**src/rtl/lcd_bus.sv**
```systemverilog
// HD44780-style parallel LCD bus master: one command per transfer, optional busy-flag polling.
// Supports 8-bit or 4-bit (nibble, high first) buses with programmable setup/pulse/hold timing.
module lcd_bus #(
  parameter int BUS_WIDTH    = 8,
  parameter int SETUP_CYCLES = 1,
  parameter int PULSE_CYCLES = 1,
  parameter int HOLD_CYCLES  = 1,
  parameter int BUSY_TIMEOUT = 1023
) (
  input  logic                 clk,
  input  logic                 reset,
  input  logic                 cmd_valid,
  output logic                 cmd_ready,
  input  logic                 cmd_rs,
  input  logic                 cmd_read,
  input  logic [7:0]           cmd_data,
  input  logic                 cmd_wait_busy,
  output logic                 rsp_valid,
  output logic [7:0]           rsp_data,
  output logic                 timeout,
  output logic                 rs_pin,
  output logic                 rw_pin,
  output logic                 e_pin,
  output logic [BUS_WIDTH-1:0] db_out,
  output logic                 db_oe,
  input  logic [BUS_WIDTH-1:0] db_in
);

  localparam int CNT_MAX = (SETUP_CYCLES > PULSE_CYCLES) ?
                           ((SETUP_CYCLES > HOLD_CYCLES) ? SETUP_CYCLES : HOLD_CYCLES) :
                           ((PULSE_CYCLES > HOLD_CYCLES) ? PULSE_CYCLES : HOLD_CYCLES);
  localparam int CW = $clog2(CNT_MAX + 1);
  localparam int PW = $clog2(BUSY_TIMEOUT + 1);

  typedef enum logic [2:0] {
    IDLE, SETUP, PULSE, HOLD, POLL_SETUP, POLL_PULSE, POLL_HOLD
  } state_t;

  state_t          state_reg, state_next;
  logic [CW-1:0]   cnt_reg, cnt_next;
  logic [PW-1:0]   poll_reg, poll_next;
  logic            nib_reg, nib_next;
  logic            rs_reg, rs_next;
  logic            read_reg, read_next;
  logic            wait_reg, wait_next;
  logic [7:0]      data_reg, data_next;
  logic [7:0]      rd_reg, rd_next;
  logic            busy_reg, busy_next;
  logic            rsp_valid_reg, rsp_valid_next;
  logic            timeout_reg, timeout_next;

  logic                 setup_done, pulse_done, hold_done;
  logic                 last_phase, busy_bit;
  logic [BUS_WIDTH-1:0] wr_val;
  logic [7:0]           rd_sample;

  assign setup_done = (cnt_reg == CW'(SETUP_CYCLES - 1));
  assign pulse_done = (cnt_reg == CW'(PULSE_CYCLES - 1));
  assign hold_done  = (cnt_reg == CW'(HOLD_CYCLES - 1));

  generate
    if (BUS_WIDTH == 8) begin : g_byte
      assign wr_val     = data_reg;
      assign rd_sample  = db_in;
      assign last_phase = 1'b1;
      assign busy_bit   = db_in[7];
    end else begin : g_nibble
      assign wr_val     = nib_reg ? data_reg[3:0] : data_reg[7:4];
      assign rd_sample  = nib_reg ? {rd_reg[7:4], db_in} : {db_in, rd_reg[3:0]};
      assign last_phase = nib_reg;
      assign busy_bit   = db_in[3];
    end
  endgenerate

  // Reset lands in POLL_SETUP: its pin values equal the reset values, and the
  // panel must report not-busy before the first command is taken.
  always_ff @(posedge clk or negedge reset) begin
    if (!reset) begin
      state_reg     <= POLL_SETUP;
      cnt_reg       <= '0;
      poll_reg      <= '0;
      nib_reg       <= 1'b0;
      rs_reg        <= 1'b0;
      read_reg      <= 1'b0;
      wait_reg      <= 1'b0;
      data_reg      <= 8'h00;
      rd_reg        <= 8'h00;
      busy_reg      <= 1'b0;
      rsp_valid_reg <= 1'b0;
      timeout_reg   <= 1'b0;
    end else begin
      state_reg     <= state_next;
      cnt_reg       <= cnt_next;
      poll_reg      <= poll_next;
      nib_reg       <= nib_next;
      rs_reg        <= rs_next;
      read_reg      <= read_next;
      wait_reg      <= wait_next;
      data_reg      <= data_next;
      rd_reg        <= rd_next;
      busy_reg      <= busy_next;
      rsp_valid_reg <= rsp_valid_next;
      timeout_reg   <= timeout_next;
    end
  end

  always_comb begin
    state_next     = state_reg;
    cnt_next       = cnt_reg;
    poll_next      = poll_reg;
    nib_next       = nib_reg;
    rs_next        = rs_reg;
    read_next      = read_reg;
    wait_next      = wait_reg;
    data_next      = data_reg;
    rd_next        = rd_reg;
    busy_next      = busy_reg;
    rsp_valid_next = 1'b0;
    timeout_next   = timeout_reg;
    case (state_reg)
      IDLE: begin
        if (cmd_valid) begin
          rs_next      = cmd_rs;
          read_next    = cmd_read;
          data_next    = cmd_data;
          wait_next    = cmd_wait_busy;
          timeout_next = 1'b0;
          cnt_next     = '0;
          nib_next     = 1'b0;
          state_next   = SETUP;
        end
      end
      SETUP, POLL_SETUP: begin
        if (setup_done) begin
          cnt_next   = '0;
          state_next = (state_reg == SETUP) ? PULSE : POLL_PULSE;
        end else begin
          cnt_next = cnt_reg + 1'b1;
        end
      end
      PULSE: begin
        if (pulse_done) begin
          cnt_next   = '0;
          state_next = HOLD;
          if (read_reg) rd_next = rd_sample;
        end else begin
          cnt_next = cnt_reg + 1'b1;
        end
      end
      POLL_PULSE: begin
        if (pulse_done) begin
          cnt_next   = '0;
          state_next = POLL_HOLD;
          // Busy flag lives in the first nibble only; the second is clocked out and dropped.
          if (!nib_reg) busy_next = busy_bit;
        end else begin
          cnt_next = cnt_reg + 1'b1;
        end
      end
      HOLD: begin
        if (hold_done) begin
          cnt_next = '0;
          if (!last_phase) begin
            nib_next   = 1'b1;
            state_next = SETUP;
          end else begin
            nib_next = 1'b0;
            if (wait_reg) begin
              poll_next  = '0;
              state_next = POLL_SETUP;
            end else begin
              rsp_valid_next = read_reg;
              state_next     = IDLE;
            end
          end
        end else begin
          cnt_next = cnt_reg + 1'b1;
        end
      end
      POLL_HOLD: begin
        if (hold_done) begin
          cnt_next = '0;
          if (!last_phase) begin
            nib_next   = 1'b1;
            state_next = POLL_SETUP;
          end else begin
            nib_next = 1'b0;
            if (busy_reg && (poll_reg == PW'(BUSY_TIMEOUT - 1))) begin
              timeout_next   = 1'b1;
              rsp_valid_next = read_reg;
              state_next     = IDLE;
            end else if (busy_reg) begin
              poll_next  = poll_reg + 1'b1;
              state_next = POLL_SETUP;
            end else begin
              rsp_valid_next = read_reg;
              state_next     = IDLE;
            end
          end
        end else begin
          cnt_next = cnt_reg + 1'b1;
        end
      end
      default: state_next = IDLE;
    endcase
  end

  // Pins decode straight from registered state so an async reset drops E immediately.
  always_comb begin
    e_pin  = 1'b0;
    rs_pin = 1'b0;
    rw_pin = 1'b1;
    db_oe  = 1'b0;
    db_out = '0;
    case (state_reg)
      SETUP, PULSE, HOLD: begin
        e_pin  = (state_reg == PULSE);
        rs_pin = rs_reg;
        rw_pin = read_reg;
        db_oe  = ~read_reg;
        db_out = read_reg ? '0 : wr_val;
      end
      POLL_PULSE: e_pin = 1'b1;
      default: ;
    endcase
  end

  assign cmd_ready = (state_reg == IDLE);
  assign rsp_valid = rsp_valid_reg;
  assign rsp_data  = rd_reg;
  assign timeout   = timeout_reg;

endmodule
```
**config.mk**
```make
export PLATFORM = sky130hd
export DESIGN_NAME = lcd_bus
export DESIGN_NICKNAME = d
export VERILOG_FILES = /design/src/rtl/lcd_bus.sv
export SDC_FILE = /design/constraint.sdc
export NUM_CORES = 1
export LEC_CHECK = 0
export BUFFER_PORTS_ARGS = -buffer_cell sky130_fd_sc_hd__buf_2
export CAP_MARGIN = 20
export CORE_UTILIZATION = 54
export CTS_BUF_LIST = sky130_fd_sc_hd__clkbuf_4 sky130_fd_sc_hd__clkbuf_8
export CTS_CLUSTER_DIAMETER = 100
export CTS_CLUSTER_SIZE = 12
export DETAILED_ROUTE_END_ITERATION = 10
export HOLD_SLACK_MARGIN = 0.08
export MAX_ROUTING_LAYER = met4
export PLACE_DENSITY = 0.83
export SETUP_SLACK_MARGIN = 0.5
export SYNTH_ARGS = -nofsm -noshare
export SYNTH_HDL_FRONTEND = slang
export SYNTH_SLANG_ARGS = --single-unit
```
**constraint.sdc**
```tcl
create_clock -name clk -period 2.35 [get_ports clk]
set_clock_uncertainty 0.15 [all_clocks]
set_input_delay 0 -clock clk [delete_from_list [all_inputs] [get_ports clk]]
set_output_delay 0 -clock clk [all_outputs]
set_load 0.03 [all_outputs]
```
# [Word-level counts from Yosys, hierarchy flattened]
# Cells that the tools add are included.
[word_totals] register_bits=37 latch_bits=0 output_inout_bits=23 n_memories=0 in_bits=22 elab_cells=90 ram_bits=0 rom_bits=0
[classes] order_cmp=0 n_shift=0 n_mul=0 add_sub_neg=2 bitwise=3 n_eq_ne=18 reduce_logical=18 muxes=37 n_div=0
[ops] op="two-way mux 10 bit" n=5
[ops] op="two-way mux 3 bit" n=10
[ops] op="!= test 2 bit, second input constant" n=11
[ops] op="one-hot mux 10 bit (2 select lines)" n=1
[ops] op="one-hot mux 3 bit (6 select lines)" n=1
[ops] op="two-way mux 8 bit" n=2
[ops] op="two-way mux 1 bit" n=13
[ops] op="AND reduction 6 bit" n=2
[ops] op="adder 10 x 1 -> 10 bit, second input constant" n=1
[ops] op="equality test 10 bit, second input constant" n=1
[ops] op="one-hot mux 1 bit (2 select lines)" n=5
[ops] op="equality test 3 bit, second input constant" n=3
[ops] op="AND reduction 3 bit" n=3
[ops] op="nonzero test 2 bit" n=4
[ops] op="equality test 3 x 2 -> 1 bit, second input constant" n=2
[ops] op="OR reduction 6 bit" n=1
[ops] op="AND reduction 2 bit" n=2
[ops] op="AND reduction 4 bit" n=1
[ops] op="OR reduction 2 bit" n=2
[ops] op="equality test 3 x 1 -> 1 bit, second input constant" n=1
[ops] op="logical NOT 3 bit" n=1
[ops] op="NOT 1 bit" n=3
[ops] op="OR reduction 3 bit" n=1
[ops] op="adder 1 bit, second input constant" n=1
[ops] op="logical AND 1 bit" n=1

# [Longest topological paths before layout]
[logic_depth] word_depth=5 mapped_depth=6 ltp_nobuf=6

# [Least setup slack after synthesis]
# No wires, ideal clock.
[synth_path] kind="register -> register" startpoint="register state_reg[2]" endpoint="register data_reg[3]" path_buffers=2 slack_ns=0.021 t_arrival_ns=2.054 t_required_ns=2.075 synth_period_minus_slack_ns=2.329 stages_incl_launch_ff=6 setup_time_ns=0.125 path_cell_list="dfstp_2 > buf_2 > nor3_1 > and2_1 > buf_4 > mux2_2"
[synth_via] elab_chain_cells=2
[synth_lines] element="from (decl)" line="39" rtl="state_t state_reg, state_next;"
[synth_lines] element="from (signal assigned)" line="92" rtl="state_reg <= state_next;"
[synth_lines] element="logical NOT 3 bit"
[synth_lines] element="via cmd_ready" line="13" rtl="output logic cmd_ready,"
[synth_lines] element="AND reduction 2 bit (no source line)"
[synth_lines] element="to (signal assigned)" line="99" rtl="data_reg <= data_next;"
[synth_lines] element="to (decl)" line="46" rtl="logic [7:0] data_reg, data_next;"
# The timed path passes the listed nets, and every way through them passes these cells.
# A chain may end at the register's enable or synchronous reset.

# [Final worst setup path]
[layout_path] startpoint="register state_reg[2]" endpoint="register poll_reg[6]"
[layout_via] elab_chain_cells=3 word_cells_on_any_way=10 cone_classes="eq/ne (7); mux (1); reduce/logical (2)"
[layout_lines] element="equality test 3 bit / equality test 3 x 2 -> 1 bit (equally long branches)" line="120" rtl="case (state_reg)"
[layout_lines] element="!= test 2 bit (no source line) / nonzero test 2 bit (equally long branches)"
[layout_lines] element="AND reduction 6 bit (no source line)"
[layout_lines] element="to (signal assigned)" line="94" rtl="poll_reg <= poll_next;"
[layout_lines] element="to (decl)" line="41" rtl="logic [PW-1:0] poll_reg, poll_next;"
# Several ways; a longest one is shown, not always the timed one.

==> impl_metrics.prom <==
# TYPE chip_impl_metric gauge
chip_impl_info{name="hold_class",value="in2async"} 1
chip_impl_metric{name="detailedRoute.firstPassIterationCount",unit=""} 5
chip_impl_metric{name="drt-initial-drc-count",unit=""} 49
chip_impl_metric{name="final-max-slew-violation-count",unit=""} 0
chip_impl_metric{name="critical_path_peak_fanout",unit=""} 7
chip_impl_metric{name="ys_seq_elements",unit=""} 35
chip_impl_metric{name="postSynthNetCount",unit=""} 175
chip_impl_metric{name="core_region_area",unit="sq um"} 3028
chip_impl_metric{name="number_of_standard_cell_rows_in_the_floorplan",unit=""} 20
chip_impl_metric{name="htree_levels",unit=""} 2
chip_impl_metric{name="max-vdd-ir-drop",unit="mV"} 0.8589
chip_impl_metric{name="power_density",unit="nW/um^2"} 1178
chip_impl_metric{name="post_route_cells_drive_above_1_share",unit="%"} 49.15
chip_impl_metric{name="grt_pass1_vias",unit=""} 1582
chip_impl_info{name="rsz0062_at_grt",value="true"} 1
chip_impl_metric{name="area_growth",unit="%"} 43.23
chip_impl_metric{name="final_global_route_overflow_total",unit=""} 0
chip_impl_metric{name="cap_violations",unit=""} 0
chip_impl_metric{name="diodes",unit=""} 0
chip_impl_metric{name="clock_path_buffers",unit=""} 2
chip_impl_metric{name="synth_area",unit="sq um"} 1719
chip_impl_metric{name="worst_setup_hold_path_clk_slew",unit="ns"} 0.11
chip_impl_info{name="outcome",value="completed"} 1
chip_impl_metric{name="postSynthAreaPerCell",unit="sq um"} 11.39
chip_impl_metric{name="die_height",unit="microns"} 58.43
chip_impl_metric{name="post_drt_antenna_nets",unit=""} 0
chip_impl_metric{name="number_of_clock_sinks",unit=""} 35
chip_impl_metric{name="tritoncts.num_buffers",unit=""} 5
chip_impl_metric{name="initial_antenna_violation_count",unit=""} 0
chip_impl_metric{name="number_of_vias_per_cell_after_detailed_routing",unit=""} 5.582
chip_impl_metric{name="hold_viol_final",unit=""} 0
chip_impl_metric{name="drc_errors",unit=""} 0
chip_impl_metric{name="yosysSeqAreaShare",unit="%"} 51.02
chip_impl_info{name="clock_tree.root_cell",value="sky130_fd_sc_hd__clkbuf_4"} 1
chip_impl_metric{name="floorplan.initialDensity",unit="%"} 56.78
chip_impl_metric{name="timing.fmax",unit="GHz"} 0.5229
chip_impl_metric{name="finish.net_count",unit=""} 259
chip_impl_metric{name="pin_count",unit=""} 45
chip_impl_metric{name="synth_top_area_share",unit="%"} 49.49
chip_impl_info{name="tritoncts",value="yes"} 1
chip_impl_info{name="crit_path_top_delay_cell",value="sky130_fd_sc_hd__or4_1"} 1
chip_impl_info{name="worst-setup-path-type",value="reg2reg"} 1
chip_impl_metric{name="die_w",unit="microns"} 58.43
chip_impl_metric{name="power.static_leakage",unit="nW"} 1.126
chip_impl_info{name="synth.area.top_cells",value="sky130_fd_sc_hd__dfrtp_1 (49%), sky130_fd_sc_hd__mux2_2 (12%), sky130_fd_sc_hd__and2_1 (3.3%)"} 1
chip_impl_metric{name="critical_path_buf_inv_count",unit=""} 1
chip_impl_metric{name="timing.critical_path.required",unit="ns"} 2.48
chip_impl_metric{name="critPathArrivalTime",unit="ns"} 2.04
chip_impl_metric{name="worst_skew_pair.late_latency",unit="ns"} 0.34
chip_impl_metric{name="groute.usage.overall",unit="%"} 27.04
chip_impl_metric{name="timing.final.setup_violations",unit=""} 0
chip_impl_metric{name="postRouteWirelength",unit="microns"} 4535
chip_impl_metric{name="route.detailed.wl_per_inst",unit="microns"} 16.20
chip_impl_info{name="synth_top_cell_by_area",value="sky130_fd_sc_hd__dfrtp_1"} 1
chip_impl_metric{name="largest_reg_flops",unit=""} 10
chip_impl_metric{name="synthArstFlopShare",unit="%"} 100.0
chip_impl_info{name="crit_path_cell_trace",value="and4b_4, buf_4, o32ai_2, or4_1, nand2_1"} 1
chip_impl_metric{name="ys_types",unit=""} 41
chip_impl_info{name="timing.critical_path.from_type",value="register"} 1
chip_impl_metric{name="tightest_pin_transition",unit="ns"} 0.7569
chip_impl_metric{name="place_hpwl",unit="microns"} 2481
chip_impl_metric{name="final_period_minus_worst_setup_slack",unit="ns"} 1.913
chip_impl_metric{name="routed-via-count",unit=""} 1563
chip_impl_metric{name="grt_first_pass_wirelength",unit="microns"} 6755
chip_impl_metric{name="buffer_ports.inserted",unit=""} 44
chip_impl_metric{name="max-slew-margin-rel",unit="%"} 49.54
chip_impl_metric{name="gp_congestion",unit=""} 0.8418
chip_impl_metric{name="fin_util",unit="%"} 81.32
chip_impl_info{name="cell_family_contributing_the_most_delay_on_the_critical_path",value="simple AND/OR/NAND/NOR gates"} 1
chip_impl_metric{name="yosysWarnings",unit=""} 0
chip_impl_metric{name="timing.critical_path.slowest_cell_delay",unit="ns"} 0.53
chip_impl_metric{name="synth-edff-count",unit=""} 0
chip_impl_metric{name="fp.dieArea",unit="sq um"} 3413
chip_impl_info{name="synth_ff_type",value="sky130_fd_sc_hd__dfrtp_1"} 1
chip_impl_info{name="setup.worst_path.end_class",value="register"} 1
chip_impl_metric{name="pin_count_of_the_biggest_net_entering_global_routing",unit=""} 36
chip_impl_metric{name="timing.final.crit_share",unit="%"} 81.38
chip_impl_metric{name="fin_setup_tns",unit="ns"} 0
chip_impl_metric{name="postSynthCellCount",unit=""} 151
through the flow:
stage          std cells  setup slack (ns)  total power (W)  area (sq um)  hold slack, ns
6_report             280            0.4375         0.002900          2462          0.1175
3_3_place_gp         235            0.3798         0.002231          1981        -0.04834
3_5_place_dp         235            0.2299         0.002280          1981        -0.04257
2_1_floorplan        151            0.5177         0.001971          1742         -0.4456
4_1_cts              273            0.4427         0.002780          2357          0.1204
5_1_grt              280            0.3612         0.003055          2462          0.1768
what timing repair did:
action	in CTS	in global routing
gates resized for setup	9	11
setup buffers	9	6
endpoints found under the hold margin	57	0
pin swaps	2	12
hold buffers	21	0
gates cloned	0	1
setup endpoints to repair	18	19
Yosys cell counts (all sizes together), types with 2 or more instances:
cell,count
a21oi,3
and2,9
and4b,2
buf,5
dfrtp,34
ha,2
inv,6
mux2,19
mux2i,3
nand2,11
nand3,5
nand3b,3
nand4,2
nor2,7
nor3,4
nor4,4
o21ai,6
o31ai,4
or2,3
or3,2
or4,4
metal layers:
| metal | GRT usage, % | vias up | part of all wire, % | wire length (microns) |
|---|---|---|---|---|
| met2 | 47.78 | 58 | 52 | 2380 |
| met1 | 29.55 | 766 | 39 | 1754 |
| met3 | 5.495 | 20 | 4.8 | 216 |
| met4 | 11.56 | 0 | 4.1 | 184 |
| met5 | - | - | 0 | 0 |
| li1 | - | 719 | - | - |
report_power, final:
group	switching, W	total, W	internal (W)
sequential	0.000144	0.000973	0.000828
combinational	0.000916	0.00155	0.000631
clock	0.000205	0.000380	0.000175
total	0.00127	0.00290	0.00163
cell type report:
cell class | count | area [sq um]
repair buffers | 81 | 550.5
inverters | 6 | 22.52
fillers | 157 | 565.5
clock buffers | 7 | 65.06
multi-input cells | 106 | 882.1
flip-flops and latches | 35 | 879.6
clock inverters | 1 | 7.507
well taps | 44 | 55.05
cells in the final DEF, fill, tap and decap left out, types with 4 or more instances in the layout:
cell / n
sky130_fd_sc_hd__nor2_1: 4
sky130_fd_sc_hd__and2_1: 8
sky130_fd_sc_hd__nand3_1: 4
sky130_fd_sc_hd__clkbuf_4: 5
sky130_fd_sc_hd__inv_1: 6
sky130_fd_sc_hd__dfrtp_1: 32
sky130_fd_sc_hd__mux2_2: 18
sky130_fd_sc_hd__buf_2: 44
sky130_fd_sc_hd__nand2_1: 10
sky130_fd_sc_hd__dlygate4sd3_1: 21
sky130_fd_sc_hd__o21ai_0: 6
sky130_fd_sc_hd__buf_4: 16
cell families after synthesis:
| kind of cell | synth area share [%] |
|---|---|
| DFF | 51.02 |
| and+or+nand+nor | 21.33 |
| AOI/OAI and AO/OA | 8.370 |
| adders and majority gates | 1.455 |
| muxes | 14.19 |
| buffers and inverters | 3.639 |
worst paths after layout:
kind | slack, ns | endpoint | start | cells past startpoint
max | 0.44 | poll_reg[6]$_DFFE_PN0P_ | state_reg[2]$_DFFE_PN1P_ | 5
min | 0.12 | data_reg[0]$_DFFE_PN0P_ | reset | 2
max reg2reg | 0.44 | poll_reg[6]$_DFFE_PN0P_ | state_reg[2]$_DFFE_PN1P_ | 5
min reg2reg | 0.36 | data_reg[3]$_DFFE_PN0P_ | data_reg[3]$_DFFE_PN0P_ | 1
max in group asynchronous | 1.40 | poll_reg[1]$_DFFE_PN0P_ | reset | 2
min in group clk | 0.27 | rsp_data[5]$_DFFE_PN0P_ | db_in[5] | 3
(Power assumes the default switching activity.)
